## src/rtl/reaction_pkg.sv

```systemverilog
// Shared types and constants for the reaction-time controller.
// Holds the FSM state enum, display codes, the LFSR seed/step and BCD helpers.
package reaction_pkg;

    typedef enum logic [2:0] {
        ST_IDLE,
        ST_WAIT,
        ST_COUNT,
        ST_DONE,
        ST_EARLY
    } state_t;

    localparam logic [3:0]  EARLY_CODE = 4'hA;
    localparam logic [15:0] LFSR_SEED  = 16'hACE1;
    localparam int          BCD_MAX    = 9999;

    function automatic logic [15:0] to_bcd16(input int v);
        return {4'((v / 1000) % 10), 4'((v / 100) % 10), 4'((v / 10) % 10), 4'(v % 10)};
    endfunction

    localparam logic [15:0] BCD_MAX_DIGITS = to_bcd16(BCD_MAX);

    // Fibonacci LFSR with taps 16,14,13,11 in right-shift form.
    function automatic logic [15:0] lfsr_next(input logic [15:0] s);
        logic fb;
        fb = s[0] ^ s[2] ^ s[3] ^ s[5];
        return {fb, s[15:1]};
    endfunction

endpackage

```

## src/rtl/bcd_counter4.sv

```systemverilog
// Four-digit saturating BCD counter with synchronous clear.
// o_next exposes the value the digits will hold after the next edge.
module bcd_counter4
    import reaction_pkg::*;
(
    input  logic        clk,
    input  logic        reset,
    input  logic        i_clear,
    input  logic        i_inc,
    output logic        o_sat,
    output logic [3:0]  o_thousand,
    output logic [3:0]  o_hund,
    output logic [3:0]  o_ten,
    output logic [3:0]  o_unit,
    output logic [15:0] o_next
);

    logic [15:0] r_bcd;
    logic [3:0]  w_carry;
    logic [15:0] w_inc_val;

    assign o_sat      = (r_bcd == BCD_MAX_DIGITS);
    assign w_carry[0] = i_inc & ~o_sat;

    genvar gi;
    generate
        for (gi = 0; gi < 4; gi++) begin : g_digit
            logic [3:0] w_d;
            logic       w_nine;
            assign w_d    = r_bcd[4*gi +: 4];
            assign w_nine = (w_d == 4'd9);
            assign w_inc_val[4*gi +: 4] = w_carry[gi] ? (w_nine ? 4'd0 : w_d + 4'd1) : w_d;
            if (gi < 3) begin : g_ripple
                assign w_carry[gi+1] = w_carry[gi] & w_nine;
            end
        end
    endgenerate

    assign o_next = i_clear ? 16'h0000 : w_inc_val;

    always_ff @(posedge clk) begin
        if (reset) begin
            r_bcd <= 16'h0000;
        end else begin
            r_bcd <= o_next;
        end
    end

    assign o_thousand = r_bcd[15:12];
    assign o_hund     = r_bcd[11:8];
    assign o_ten      = r_bcd[7:4];
    assign o_unit     = r_bcd[3:0];

endmodule

```

## src/rtl/reaction_controller.sv

```systemverilog
// Reaction-time game controller: random wait, ms reaction timer, BCD display outputs.
// Optional best-time memory is enabled by defining REACTION_BEST_TIME_EN.
module reaction_controller
    import reaction_pkg::*;
#(
    parameter int CLK_FREQ_HZ  = 100000000,
    parameter int MIN_DELAY_MS = 1000,
    parameter int RAND_BITS    = 11
) (
    input  logic       clk,
    input  logic       reset,
    input  logic       start,
    input  logic       stop,
    input  logic       show_best,
    output logic [3:0] thousand,
    output logic [3:0] hund,
    output logic [3:0] ten,
    output logic [3:0] unit,
    output logic       led_stimulus,
    output logic       busy,
    output logic       timeout
);

    localparam int TICK_DIV = CLK_FREQ_HZ / 1000;
    localparam int TICK_W   = (TICK_DIV > 1) ? $clog2(TICK_DIV) : 1;
    localparam int DLY_W    = $clog2(MIN_DELAY_MS + (1 << RAND_BITS)) + 1;

    state_t             r_state;
    logic [TICK_W-1:0]  r_tick_cnt;
    logic [DLY_W-1:0]   r_delay_ms;
    logic [15:0]        r_lfsr;
    logic [15:0]        r_disp;
    logic               r_led;
    logic               r_busy;
    logic               r_timeout;

    logic               w_tick;
    logic               w_idle_like;
    logic               w_clear;
    logic               w_inc;
    logic               w_sat;
    logic [3:0]         w_c_thousand, w_c_hund, w_c_ten, w_c_unit;
    logic [15:0]        w_cnt_cur;
    logic [15:0]        w_cnt_next;
    logic [15:0]        w_done_disp;

    assign w_tick      = (r_tick_cnt == TICK_W'(TICK_DIV - 1));
    assign w_idle_like = (r_state == ST_IDLE) || (r_state == ST_DONE) || (r_state == ST_EARLY);
    assign w_clear     = w_idle_like && start;
    // A tick coinciding with stop is dropped so the frozen result is the pre-edge count.
    assign w_inc       = (r_state == ST_COUNT) && w_tick && !stop;
    assign w_cnt_cur   = {w_c_thousand, w_c_hund, w_c_ten, w_c_unit};

    bcd_counter4 u_count (
        .clk        (clk),
        .reset      (reset),
        .i_clear    (w_clear),
        .i_inc      (w_inc),
        .o_sat      (w_sat),
        .o_thousand (w_c_thousand),
        .o_hund     (w_c_hund),
        .o_ten      (w_c_ten),
        .o_unit     (w_c_unit),
        .o_next     (w_cnt_next)
    );

`ifdef REACTION_BEST_TIME_EN
    logic [15:0] r_best;
    logic [15:0] w_best_cand;
    logic [15:0] w_done_best;
    logic        w_stop_hit;

    // Packed BCD orders the same as its decimal value, so a plain compare works.
    assign w_stop_hit  = (r_state == ST_COUNT) && stop;
    assign w_best_cand = (w_cnt_cur < r_best) ? w_cnt_cur : r_best;
    assign w_done_best = w_stop_hit ? w_best_cand : r_best;
    assign w_done_disp = show_best ? w_done_best : w_cnt_cur;

    always_ff @(posedge clk) begin
        if (reset) begin
            r_best <= BCD_MAX_DIGITS;
        end else if (w_stop_hit) begin
            r_best <= w_best_cand;
        end
    end
`else
    logic w_unused_show_best;
    assign w_unused_show_best = show_best;
    assign w_done_disp        = w_cnt_cur;
`endif

    always_ff @(posedge clk) begin
        if (reset) begin
            r_state    <= ST_IDLE;
            r_tick_cnt <= '0;
            r_delay_ms <= '0;
            r_lfsr     <= LFSR_SEED;
            r_disp     <= 16'h0000;
            r_led      <= 1'b0;
            r_busy     <= 1'b0;
            r_timeout  <= 1'b0;
        end else begin
            r_lfsr     <= lfsr_next(r_lfsr);
            r_tick_cnt <= w_tick ? '0 : r_tick_cnt + TICK_W'(1);
            case (r_state)
                ST_IDLE, ST_DONE, ST_EARLY: begin
                    if (start) begin
                        r_state    <= ST_WAIT;
                        r_delay_ms <= DLY_W'(MIN_DELAY_MS) + DLY_W'(r_lfsr[RAND_BITS-1:0]);
                        r_tick_cnt <= '0;
                        r_disp     <= 16'h0000;
                        r_busy     <= 1'b1;
                        r_timeout  <= 1'b0;
                    end else if (r_state == ST_DONE) begin
                        r_disp <= w_done_disp;
                    end
                end
                ST_WAIT: begin
                    if (stop) begin
                        r_state <= ST_EARLY;
                        r_busy  <= 1'b0;
                        r_disp  <= {4{EARLY_CODE}};
                    end else if (w_tick) begin
                        if (r_delay_ms <= DLY_W'(1)) begin
                            r_state    <= ST_COUNT;
                            r_delay_ms <= '0;
                            r_tick_cnt <= '0;
                            r_led      <= 1'b1;
                        end else begin
                            r_delay_ms <= r_delay_ms - DLY_W'(1);
                        end
                    end
                end
                ST_COUNT: begin
                    if (stop || (w_tick && w_sat)) begin
                        r_state   <= ST_DONE;
                        r_led     <= 1'b0;
                        r_busy    <= 1'b0;
                        r_timeout <= !stop;
                        r_disp    <= w_done_disp;
                    end else begin
                        r_disp <= w_cnt_next;
                    end
                end
                default: r_state <= ST_IDLE;
            endcase
        end
    end

    assign thousand     = r_disp[15:12];
    assign hund         = r_disp[11:8];
    assign ten          = r_disp[7:4];
    assign unit         = r_disp[3:0];
    assign led_stimulus = r_led;
    assign busy         = r_busy;
    assign timeout      = r_timeout;

endmodule
```

## config.mk

```make
export PLATFORM = sky130hd
export DESIGN_NAME = reaction_controller
export DESIGN_NICKNAME = d
export VERILOG_FILES = /design/src/rtl/reaction_pkg.sv /design/src/rtl/bcd_counter4.sv /design/src/rtl/reaction_controller.sv
export SDC_FILE = /design/constraint.sdc
export NUM_CORES = 1
export LEC_CHECK = 0
export CORE_UTILIZATION = 54
export CTS_CLUSTER_SIZE = 20
export DETAILED_ROUTE_END_ITERATION = 7
export PLACE_DENSITY_LB_ADDON = 0.12
export SLEW_MARGIN = 0
export SYNTH_ARGS = -nofsm -noshare
export SYNTH_HDL_FRONTEND = slang
export SYNTH_SLANG_ARGS = --single-unit
```

## constraint.sdc

```tcl
create_clock -name clk -period 2.1 [get_ports clk]
set_input_delay 0.42 -clock clk [delete_from_list [all_inputs] [get_ports clk]]
set_output_delay 0.42 -clock clk [all_outputs]
set_load 0.05 [all_outputs]
```

[Yosys cells after proc, flatten, opt, wreduce, memory -nomap -nowiden]
Cells that the tools add are included.
Storage, ports and cells
  flip-flop bits (word level): 84
  input port bits: 5
Operators by class
  reduce and logical (&&, ||, !) cells: 20
  bitwise logic cells: 8
  $lt $le $gt $ge: 1
  muxes and demuxes: 42
  add/sub/neg operators: 7
  eq/ne operators: 19
Operator list (count)
  17-bit two-way mux: 5
  16-bit two-way mux: 5
  13-bit two-way mux: 4
  16-bit case mux with 3 select lines: 1
  17-bit case mux with 2 select lines: 1
  4-bit two-way mux: 8
  13-bit case mux with 2 select lines: 1
  17-bit by 1-bit adder with 17-bit output, second input constant: 1
  17-bit == test, second input constant: 1
  4-bit by 1-bit adder with 4-bit output, second input constant: 4
  16-bit == test, second input constant: 1
  4-bit == test, second input constant: 4
  3-bit two-way mux: 5
  13-bit by 1-bit less-or-equal comparator with 1-bit output, second input constant: 1
  13-bit by 1-bit subtractor with 13-bit output, second input constant: 1
  10-bit by 11-bit adder with 12-bit output, first input constant: 1
  4-bit AND reduction: 3
  2-bit != test, second input constant: 5
  3-bit != test, second input constant: 3
  3-bit case mux with 3 select lines: 1
  1-bit two-way mux: 8
  3-bit by 2-bit == test with 1-bit output, second input constant: 2
  3-bit AND reduction: 2
  2-bit nonzero test: 3
  other kinds (15): 26

[Longest topological paths before layout]
Gate-level depths: netlist of the first run.
  depth after elaboration: 11
  mapped depth: 9
  gate-level depth less buffers: 8

[By module]
Synthesis of the first run repeated with hierarchy kept, for this count alone.
Second synthesis, totals
  cells, all modules: 540
  area total of the unflattened synthesis: 4471.8 µm²
Modules (own cells, without submodules)
  reaction_controller: sequential area each 1361.3 µm², cells each 409, area each 3455.8 µm², times used 1
  bcd_counter4: sequential area each 320.3 µm², cells each 131, area each 1016.0 µm², times used 1

[Worst setup path before layout of the first run]
OpenSTA, ideal clock, no wires.
  path kind: reg2reg
  start point: reg u_count.r_bcd[1]
  end point: reg r_disp[6]
  data required time: 1.969 ns
  path buffers: 1
  stages on the path, launching flop included: 10
  arrival: 1.861 ns
  slack: 0.108 ns
  cells stage by stage: dfxtp_1 inv_1 ha_1 and3b_1 buf_2 and4_1 a211oi_1 nor2_1 a32oi_1 o31ai_1
Between the ends
  longest elaborated chain between the ends: 8
RTL lines
  start: declaration: RTL line bcd_counter4.sv:18  | logic [15:0] r_bcd;
  start signal: assignment: RTL line bcd_counter4.sv:45  | r_bcd <= o_next;
  16-bit == test: RTL line bcd_counter4.sv:22  | assign o_sat = (r_bcd == BCD_MAX_DIGITS);
  1-bit NOT: RTL line bcd_counter4.sv:23  | assign w_carry[0] = i_inc & ~o_sat;
  1-bit AND: RTL line bcd_counter4.sv:23
  1-bit AND: RTL line bcd_counter4.sv:34  | assign w_carry[gi+1] = w_carry[gi] & w_nine;
  4-bit two-way mux: RTL line bcd_counter4.sv:32  | assign w_inc_val[4*gi +: 4] = w_carry[gi] ? (w_nine ? 4'd0 : w_d + 4'd1) : w_d;
  16-bit two-way mux: RTL line bcd_counter4.sv:39  | assign o_next = i_clear ? 16'h0000 : w_inc_val;
  16-bit two-way mux *: RTL line reaction_controller.sv:135  | if (stop || (w_tick && w_sat)) begin
  16-bit case mux with 3 select lines *: RTL line reaction_controller.sv:105  | case (r_state)
  end signal: assignment: RTL line reaction_controller.sv:115  | r_disp <= w_done_disp;
  end signal: assignment: RTL line reaction_controller.sv:140  | r_disp <= w_done_disp;
  end signal: assignment: RTL line reaction_controller.sv:142  | r_disp <= w_cnt_next;
  end: declaration: RTL line reaction_controller.sv:32  | logic [15:0] r_disp;
Mark *: on every way between the ends. The rest lies on a longest branch, timed or not.
A chain may end at the register's enable or synchronous reset.

[Worst setup path after layout of the first run]
  start point: reg r_state[2]
  end point: reg r_delay_ms[10]
Between the ends
  longest elaborated chain between the ends: 4
RTL lines
  start: declaration: RTL line reaction_controller.sv:28  | state_t r_state;
  start signal: assignment: RTL line reaction_controller.sv:94  | r_state <= ST_IDLE;
  start signal: assignment: RTL line reaction_controller.sv:108  | r_state <= ST_WAIT;
  start signal: assignment: RTL line reaction_controller.sv:120  | r_state <= ST_EARLY;
  3-bit == test (tied with other cells): RTL line reaction_controller.sv:105
  3-bit OR reduction: RTL line reaction_controller.sv:105
  2-bit != test (no source line) or 2-bit nonzero test (tied branches)
  4-bit AND reduction (no source line)
  end signal: assignment: RTL line reaction_controller.sv:109  | r_delay_ms <= DLY_W'(MIN_DELAY_MS) + DLY_W'(r_lfsr[RAND_BITS-1:0]);
  end signal: assignment: RTL line reaction_controller.sv:130  | r_delay_ms <= r_delay_ms - DLY_W'(1);
  end: declaration: RTL line reaction_controller.sv:30  | logic [DLY_W-1:0] r_delay_ms;
Several ways; a longest one is shown, not always the timed one.

==> results of run 1 <==
-- synthesized netlist by cell type (7+ instances only) --
cell type / count
nor2b_1: 13
xor2_1: 19
o21ai_0: 19
dfxtp_1: 84
inv_1: 17
nand2b_1: 7
nor2_1: 83
nand4_1: 7
a211oi_1: 7
nor3_1: 24
xnor2_1: 17
or2_2: 8
a21oi_1: 28
nand3_1: 21
clkbuf_1: 17
ha_1: 10
a31oi_1: 10
nand2_1: 35
-- cell type report --
class / count / area [µm²]
clock buffer: 9 / 124
clock inverter: 7 / 121
fill: 603 / 2090
inverter: 18 / 67.6
multi-input combinational: 405 / 2590
sequential: 84 / 1680
tap: 102 / 128
timing repair buffer: 120 / 968
-- sequential cells by signal (all words and copies together), names as in the netlist --
register       cells
busy               1
led_stimulus       1
r_delay_ms        13
r_disp            16
r_lfsr            16
r_state            3
r_tick_cnt        17
timeout            1
u_count.r_bcd     16
-- per-layer routing --
metal | routed length (µm) | GRT usage (%) | vias to the layer above
li1 | - | - | 2121
met3 | 817 | 6.88 | 20
met1 | 5400 | 39.3 | 2050
met4 | 190 | 9.64 | 0
met2 | 5410 | 46.1 | 148
met5 | 0 | 0 | -
-- layout by cell type, fill, tap and decap left out, types with 6 or more instances in the layout --
master,n
a21oi_1,28
a31oi_1,10
buf_4,97
clkbuf_8,9
clkdlybuf4s50_1,22
dfxtp_1,82
ha_1,9
inv_1,17
nand2_1,35
nand2b_1,7
nand3_1,21
nand4_1,7
nor2_1,80
nor2b_1,13
nor3_1,20
o21ai_0,18
o32ai_1,6
or2_2,8
xnor2_1,17
xor2_1,19
-- where the power goes --
group | switching [mW] | total [mW] | internal (mW)
registers | 0.122 | 1.89 | 1.76
logic | 1.32 | 2.27 | 0.943
clock network | 0.640 | 1.44 | 0.801
-- cells by family (layout without fill, tap and decap cells) --
family	after synthesis	in the layout
AND/OR/NAND/NOR	240	240
AO/OA/AOI/OAI	118	118
flip-flops	84	84
buffers and inverters	44	154
XOR/XNOR	36	36
adder cells (fa/ha/maj)	10	10
multiplexers	1	1
-- timing repair --
| action | 4_1_cts | 5_1_grt |
|---|---|---|
| hold buffers | 0 | 0 |
| resized for setup | 1 | 24 |
| pin swaps | 1 | 6 |
| buffers inserted | 1 | 4 |
| endpoints found under the setup margin | 10 | 31 |
-- final timing paths --
path                                              start                     endpoint
worst max-delay path            r_state[2]$_SDFFE_PP0P_  r_delay_ms[10]$_SDFFE_PP0P_
worst min-delay path              r_lfsr[11]$_SDFF_PP1_        r_lfsr[10]$_SDFF_PP1_
worst max register to register  r_state[2]$_SDFFE_PP0P_  r_delay_ms[10]$_SDFFE_PP0P_
worst min register to register    r_lfsr[11]$_SDFF_PP1_        r_lfsr[10]$_SDFF_PP1_
-- worst max-delay path: stages (launching register included) --
cell and delay, ns:
dfxtp_1 0.36, or3b_4 0.45, or4_4 0.44, o21ai_4 0.28, buf_4 0.17, nor2_2 0.03
a311oi_1 0.24
==> metrics.cfg, run 1 <==
[synth]
syn_nets=548
synth_xor_area_share_pct=7.22
syn-mean-instance-area_um2=8.19
synth.area.top_cells=dfxtp_1 39%, nor2_1 7.1%, xor2_1 3.8%, xnor2_1 3.4%, a21oi_1 3.2%
ys.flop_type=dfxtp_1
yosys.area_share.simple_pct=28.5
synth_compound_area_share_pct=18.5
syn_inst=533
ys.warnings.count=0
synth_cell_types=68
synthMuxAreaShare_pct=0.229
synthAdderAreaFrac_pct=2.87
syn-cell-area_mm2=0.00437
async_flop_share_pct=0
synth_top_area_share_pct=38.5
synth_top_family_by_area=simple AND/OR/NAND/NOR gates
ys_seq_area_share_pct=38.5
ys_ff_latch=84
synth_edf_count=0
yosysTopAreaCell=dfxtp_1

[hold_path]
hp-class=flop to flop
hold_path_depth=1

[status]
status=complete, no violations

[detailed_routing]
drt_pass1_iterations=5
routed_wl_um=11800
vias=4339
vias_per_cell=5.82
wl_per_cell_um=15.9
drtIter0Drc=233
ant_nets=0
drc=0

[floorplanning]
ioPinCount=24
coreArea_mm2=0.00777
num_rows=32
die_y_um=91.9
start_util_pct=56.2
die-area_mm2=0.00845
die_x_um=91.9

[setup_path]
worst_setup_path_start_kind=flop
critPathArrivalTime_ns=2.33
r2r_cells=6
crit_type=flop to flop
r2r_slack_ns=0.05
worstSetupEndpointType=flop
crit_fanout=8
critPathRequiredTime_ns=2.37

[cts]
htreeDepth=3
cts_tree=built
clk_pin_slew_worst_paths_ns=0.09
clockBufferDepth=2
cts_root_buf=clkbuf_8
cts.sinks=84
insertion_delay_ns=0.36
cts_made_buffers=9

[sta]
relSlewSlack_pct=62.9
setup_viol=0
fmax_ghz=0.487
final.setup.tns_ns=0
worst_pin_slew_ns=0.553
slew_violations=0
finalCritPeriodShare_pct=97.8
timing.final.hold_violations=0
period_needed_ns=2.05
finClkSkew_ns=0.0116
holdWs_ns=0.421
post-route-worst-setup-slack_ns=0.0470

[placement]
place_inst=724
dp_hpwl_um=8520
port_buffers=22
gp_congestion=0.895
place_ws_ns=-0.216
place_area_mm2=0.00532

[cells_and_area]
diodes=0
postLayoutCoreUtil_pct=73.1
postLayoutCellArea_mm2=0.00568
drive_gt1_share_pct=24.0
synthToLayoutAreaGrowth_pct=30.1
finalNonFillerCells=745
nNetsFinal=653

[pwr]
vdd_ir_drop_max_v=0.000527
p_leak_nw=2.20
powerDensity_mw_per_mm2=985
finalPower_mw=5.60

[global_routing]
grt_pass1_wl_um=19600
antenna_found_initial=0
grt_remaining_overflow=0
grt_pass1_vias=4114
grt_max_degree=20
grt_usage_pct=29.3

[run]
maxCapViolCount=0

Note: power is estimated with default switching activity, not from simulation.
==> inputs of run 2 (changes only) <==
--- a/config.mk
+++ b/config.mk
@@ -9,6 +9,7 @@
 export CTS_CLUSTER_SIZE = 20
 export DETAILED_ROUTE_END_ITERATION = 7
 export PLACE_DENSITY_LB_ADDON = 0.12
+export SETUP_SLACK_MARGIN = 0.3
 export SLEW_MARGIN = 0
 export SYNTH_ARGS = -nofsm -noshare
 export SYNTH_HDL_FRONTEND = slang
==> metrics.cfg, run 2 (synthesis results as in run 1) <==
[status]
status=complete, no violations

[setup_path]
slowest_delay_ns=0.38  ; -0.07 ns
critPathRequiredTime_ns=2.35  ; -0.02 ns
r2r_cells=8  ; +2
critPathArrivalTime_ns=2.32  ; about the same
crit_fanout=14  ; +6
worstSetupEndpointType=flop
crit_family=simple AND/OR/NAND/NOR gates
slowest_stage=dfxtp_4
critPathLaunch=r_state[0]$_SDFFE_PP0P_
path_buf_inv=2  ; +1
worst_setup_path_start_kind=flop
r2r_slack_ns=0.03  ; -0.02 ns
timing.rr.end=r_disp[2]$_SDFFE_PP0P_
worstPathCellList=buf_4 > xor2_1 > a21oi_2 > buf_4 > nor4_2 > nor3_1 > a311oi_1 > nor3_1
worstSetupPathDepth=8  ; +2
crit_type=flop to flop
reg2reg_from=r_state[0]$_SDFFE_PP0P_
critPathCapture=r_disp[2]$_SDFFE_PP0P_

[detailed_routing]
wl_per_cell_um=20.1  ; +27%
vias=4827  ; +11%
ant_nets=0  ; unchanged
drtIter0Drc=307  ; +32%
routed_wl_um=15400  ; +31%
vias_per_cell=6.29  ; +7.9%
drc=0  ; unchanged
drt_pass1_iterations=5  ; unchanged

[floorplanning]
start_util_pct=56.2  ; unchanged
die-area_mm2=0.00845  ; unchanged
ioPinCount=24  ; unchanged
num_rows=32  ; unchanged
die_x_um=91.9  ; unchanged
coreArea_mm2=0.00777  ; unchanged
die_y_um=91.9  ; unchanged

[cts]
cts.sinks=84  ; unchanged
hold_buffers=0  ; unchanged
cts_root_buf=clkbuf_8
cts_tree=built
clockBufferDepth=2  ; unchanged
insertion_delay_ns=0.37  ; about the same
cts_made_buffers=9  ; unchanged
clk_pin_slew_worst_paths_ns=0.10  ; about the same
htreeDepth=3  ; unchanged

[placement]
place_inst=711  ; -1.8%
gp_congestion=0.929  ; +3.7%
port_buffers=22  ; unchanged
dp_hpwl_um=8880  ; +4.2%

[cells_and_area]
finalNonFillerCells=768  ; +3.1%
diodes=0  ; unchanged
synthToLayoutAreaGrowth_pct=50.1
layout_common_cells=94 x buf_4, 65 x nor2_1, 65 x dfxtp_1
largest_register_ffs=17  ; unchanged
nNetsFinal=676  ; +3.5%
regMostFlops=r_tick_cnt
postLayoutCoreUtil_pct=84.4  ; +11 points
drive_gt1_share_pct=42.2  ; +18 points
final_common_cell=buf_4
num-fill-cells=409  ; -32%

[hold_path]
hp-class=flop to flop

[sta]
timing.final.hold_violations=0  ; unchanged
finClkSkew_ns=0.0168  ; +0.00511 ns
period_needed_ns=2.07  ; +0.0219 ns
setup_viol=0  ; unchanged
rsz0062_at_grt=true
holdWs_ns=0.409  ; -0.0125 ns
slew_violations=0  ; unchanged
fmax_ghz=0.482  ; -1.1%
relSlewSlack_pct=64.9  ; +2.1 points
finalCritPeriodShare_pct=98.8  ; +1.0 points
worst_pin_slew_ns=0.528  ; -0.0254 ns

[pwr]
p_leak_nw=2.56  ; +16%
finalPower_mw=5.76  ; +2.9%
powerDensity_mw_per_mm2=878  ; -11%
vdd_ir_drop_max_v=0.000595  ; +13%

[global_routing]
grt_max_degree=20  ; unchanged
antenna_found_initial=0  ; unchanged
grt_pass1_wl_um=22100  ; +13%
grt-busiest-layer=met2
grtUsageMet3_pct=5.39  ; -1.5 points
use_met1_pct=44.7  ; +5.4 points
grt_remaining_overflow=0  ; unchanged
grt_usage_pct=33.3  ; +4.1 points
grt_pass1_vias=4501  ; +9.4%
met2_usage_pct=53.8  ; +7.6 points

[run]
maxCapViolCount=0  ; unchanged

-- run 2: cell type report --
cell class | count | area (µm²) | share of cell area, %
inverter | 18 | 67.6 | 1.03
sequential | 84 | 1720 | 26.2
clock buffer | 10 | 138 | 2.10
timing repair buffer | 143 | 1250 | 19.1
tap | 102 | 128 | 1.95
multi-input combinational | 405 | 3180 | 48.5
clock inverter | 6 | 68.8 | 1.05
-- run 2: worst min path at each step --
stage | from | end | slack (ns) | cells after the start
finish | r_lfsr[11]$_SDFF_PP1_ | r_lfsr[10]$_SDFF_PP1_ | 0.41 | 1
global route | r_lfsr[12]$_SDFF_PP0_ | r_lfsr[11]$_SDFF_PP1_ | 0.45 | 1
CTS | r_lfsr[11]$_SDFF_PP1_ | r_lfsr[10]$_SDFF_PP1_ | 0.41 | 1
detailed placement | r_lfsr[11]$_SDFF_PP1_ | r_lfsr[10]$_SDFF_PP1_ | 0.40 | 1
global placement | r_lfsr[12]$_SDFF_PP0_ | r_lfsr[11]$_SDFF_PP1_ | 0.39 | 1
floorplan | r_lfsr[11]$_SDFF_PP1_ | r_lfsr[10]$_SDFF_PP1_ | 0.39 | 1
-- run 2: what timing repair did --
action / 4_1_cts / 5_1_grt
pin swaps: 40 / 43
setup endpoints to repair: 66 / 66
gates cloned: 2 / 0
gates resized for setup: 122 / 78
setup buffers: 22 / 17
-- run 2: metrics by stage --
step	setup TNS, ns	instance area, µm²	worst slack, ns
floorplan	0	4470	0.149
global placement	-4.03	5320	-0.205
finish	0	6550	0.0251
global route	-0.0902	6550	-0.0294
detailed placement	-4.97	5320	-0.210
CTS	0	6110	0.150
-- run 2: where the power goes --
part	internal [mW]	total [mW]	leakage, nW	switching [mW]
Sequential	1.77	1.93	0.697	0.160
Clock	0.591	1.23	0.103	0.642
Combinational	1.01	2.60	1.76	1.58
Total	3.37	5.76	2.56	2.39
-- run 2: routing by layer --
metal	wire length [µm]	share of wire, %
met5	0	0
met4	708	4.6
met1	6320	41
met3	1170	7.6
met2	7240	47
==> inputs of run 3 (changes only) <==
--- a/config.mk
+++ b/config.mk
@@ -5,6 +5,7 @@
 export SDC_FILE = /design/constraint.sdc
 export NUM_CORES = 1
 export LEC_CHECK = 0
+export CORE_MARGIN = 2
 export CORE_UTILIZATION = 54
 export CTS_CLUSTER_SIZE = 20
 export DETAILED_ROUTE_END_ITERATION = 7
==> metrics.cfg, run 3 (synthesis results as in run 1) <==
[setup_path]
critPathRequiredTime_ns=2.35  ; about the same
worst_setup_path_start_kind=flop
critPathArrivalTime_ns=2.28  ; -0.04 ns
crit_fanout=4  ; -10
r2r_slack_ns=0.08  ; +0.05 ns
worstSetupEndpointType=flop
crit_type=flop to flop

[sta]
relSlewSlack_pct=66.1  ; +1.2 points
post-route-worst-setup-slack_ns=0.0751  ; +0.0500 ns
timing.final.hold_violations=0  ; unchanged
setup_viol=0  ; unchanged
slew_violations=0  ; unchanged
finalCritPeriodShare_pct=96.4  ; -2.4 points
holdWs_ns=0.408  ; -0.000713 ns
final.setup.tns_ns=0  ; unchanged
finClkSkew_ns=0.0135  ; -0.00327 ns
worst_pin_slew_ns=0.510  ; -0.0181 ns
period_needed_ns=2.02  ; -0.0500 ns
fmax_ghz=0.494  ; +2.5%
rsz0062_at_grt=true

[cts]
cts_made_buffers=9  ; unchanged
cts_tree=built
htreeDepth=3  ; unchanged
cts.sinks=84  ; unchanged
clk_pin_slew_worst_paths_ns=0.10  ; about the same
hold_buffers=0  ; unchanged
clockBufferDepth=2  ; unchanged
cts_root_buf=clkbuf_8
insertion_delay_ns=0.37  ; about the same

[pwr]
seqPwrFrac_pct=31.7  ; -1.8 points
p_leak_nw=2.56  ; -0.18%
p_sw_share_pct=41.1  ; -0.37 points
p_int_mw=3.60  ; +6.9%
vdd_ir_drop_max_v=0.000649  ; +9.1%
p_switching_mw=2.51  ; +5.3%
pwr-share-clk_pct=22.0  ; +0.6 points
p_comb_share_pct=46.3  ; +1.2 points
powerDensity_mw_per_mm2=930  ; +5.9%

[detailed_routing]
vias_per_cell=6.34  ; +0.91%
drc=0  ; unchanged
routed_wl_um=15300  ; -1.1%
drtIter0Drc=476  ; +55%
ant_nets=0  ; unchanged
wl_per_cell_um=20.0  ; -0.29%
drt_pass1_iterations=5  ; unchanged
wl_met2_um=7220  ; -0.23%
wl_met3_um=1270  ; +8.8%
vias=4833  ; +0.12%
m1WireLength_um=6200  ; -1.9%
top_layer=met4

[cells_and_area]
nNetsFinal=670  ; -0.89%
layout_common_cells=88 x buf_4, 68 x nor2_1, 65 x dfxtp_1
regMostFlops=r_tick_cnt
synthToLayoutAreaGrowth_pct=50.6
largest_register_ffs=17  ; unchanged
num-fill-cells=412  ; +0.73%
final_common_cell=buf_4
drive_gt1_share_pct=41.7  ; -0.53 points
diodes=0  ; unchanged

[global_routing]
grt_remaining_overflow=0  ; unchanged
antenna_found_initial=0  ; unchanged
grt_pass1_wl_um=22200  ; +0.53%
grt_usage_pct=32.4  ; -0.94 points
grt_pass1_vias=4519  ; +0.40%
grt_max_degree=42  ; +110%

[placement]
place_ws_ns=-0.338  ; -0.128 ns
port_buffers=22  ; unchanged
gp_congestion=0.958  ; +3.2%
dp_hpwl_um=8440  ; -5.0%

[floorplanning]
coreArea_mm2=0.00777  ; unchanged
die_y_um=93.9  ; +2.2%
start_util_pct=56.2  ; unchanged
die_x_um=93.9  ; +2.2%
die-area_mm2=0.00882  ; +4.4%
num_rows=32  ; unchanged
ioPinCount=24  ; unchanged

[hold_path]
hp-class=flop to flop

[run]
maxCapViolCount=0  ; unchanged

[status]
status=complete, no violations

-- run 3: cell count changes in the layout (fill, tap and decap cells not counted), sizes merged --
cell	before	now
dlygate4sd2	19	20
clkinv	3	2
clkdlybuf4s50	3	1
bufinv	1	2
buf	120	115
-- run 3: what timing repair did --
item / in CTS / in global routing
cloned: 1 / 1
pin swaps: 49 / 35
endpoints found under the setup margin: 67 / 65
hold endpoints to repair: 0 / 0
buffers inserted: 25 / 10
gates resized for setup: 143 / 64
-- run 3: area by class of cell --
cell class                 count  area (µm²)  share of cell area, %
clock buffer                  10         128                   1.94
clock inverter                 6        96.3                   1.47
inverter                      18        67.6                   1.03
multi-input combinational    405        3220                   49.0
sequential                    84        1710                   26.1
tap                          102         128                   1.94
timing repair buffer         137        1220                   18.6
-- run 3: final timing paths --
| path | cells past startpoint | start | to |
|---|---|---|---|
| worst max-delay path | 7 | r_state[2]$_SDFFE_PP0P_ | r_delay_ms[3]$_SDFFE_PP0P_ |
| worst min-delay path | 1 | r_lfsr[11]$_SDFF_PP1_ | r_lfsr[10]$_SDFF_PP1_ |
| worst max register to register | 7 | r_state[2]$_SDFFE_PP0P_ | r_delay_ms[3]$_SDFFE_PP0P_ |
| worst min register to register | 1 | r_lfsr[11]$_SDFF_PP1_ | r_lfsr[10]$_SDFF_PP1_ |
-- run 3: per-stage QoR --
stage                     total power, mW  instance area [µm²]  util, %  std cells
final                                6.11                 6570     84.6        762
after global routing                 6.32                 6570     84.6        762
after floorplan                      3.24                 4470        -        533
after detailed placement             4.08                 5320     68.4        709
after CTS                            5.65                 6180     79.5        751
after global placement               4.04                 5320     68.4        709
-- run 3: power groups by stage --
stage               clock, mW  combinational [mW]  sequential [mW]
floorplan                   0                1.07             2.16
global placement            0                2.11             1.94
detailed placement          0                2.14             1.94
CTS                      1.34                2.41             1.91
global route             1.40                2.97             1.95
finish                   1.35                2.83             1.94
-- run 3: layer usage --
layer | GRT usage [%] | vias up
met3 | 5.14 | 62
li1 | - | 2159
met5 | 0 | -
met1 | 43.3 | 2325
met4 | 11.1 | 0
met2 | 53.2 | 287
-- run 3: critical path, cell delays in order, from the launching register on --
cell	delay (ns)
dfxtp_4	0.38
or3b_4	0.42
or4_4	0.44
o21ai_4	0.18
buf_6	0.17
o21ai_1	0.09
a21oi_1	0.18
nor3_1	0.06
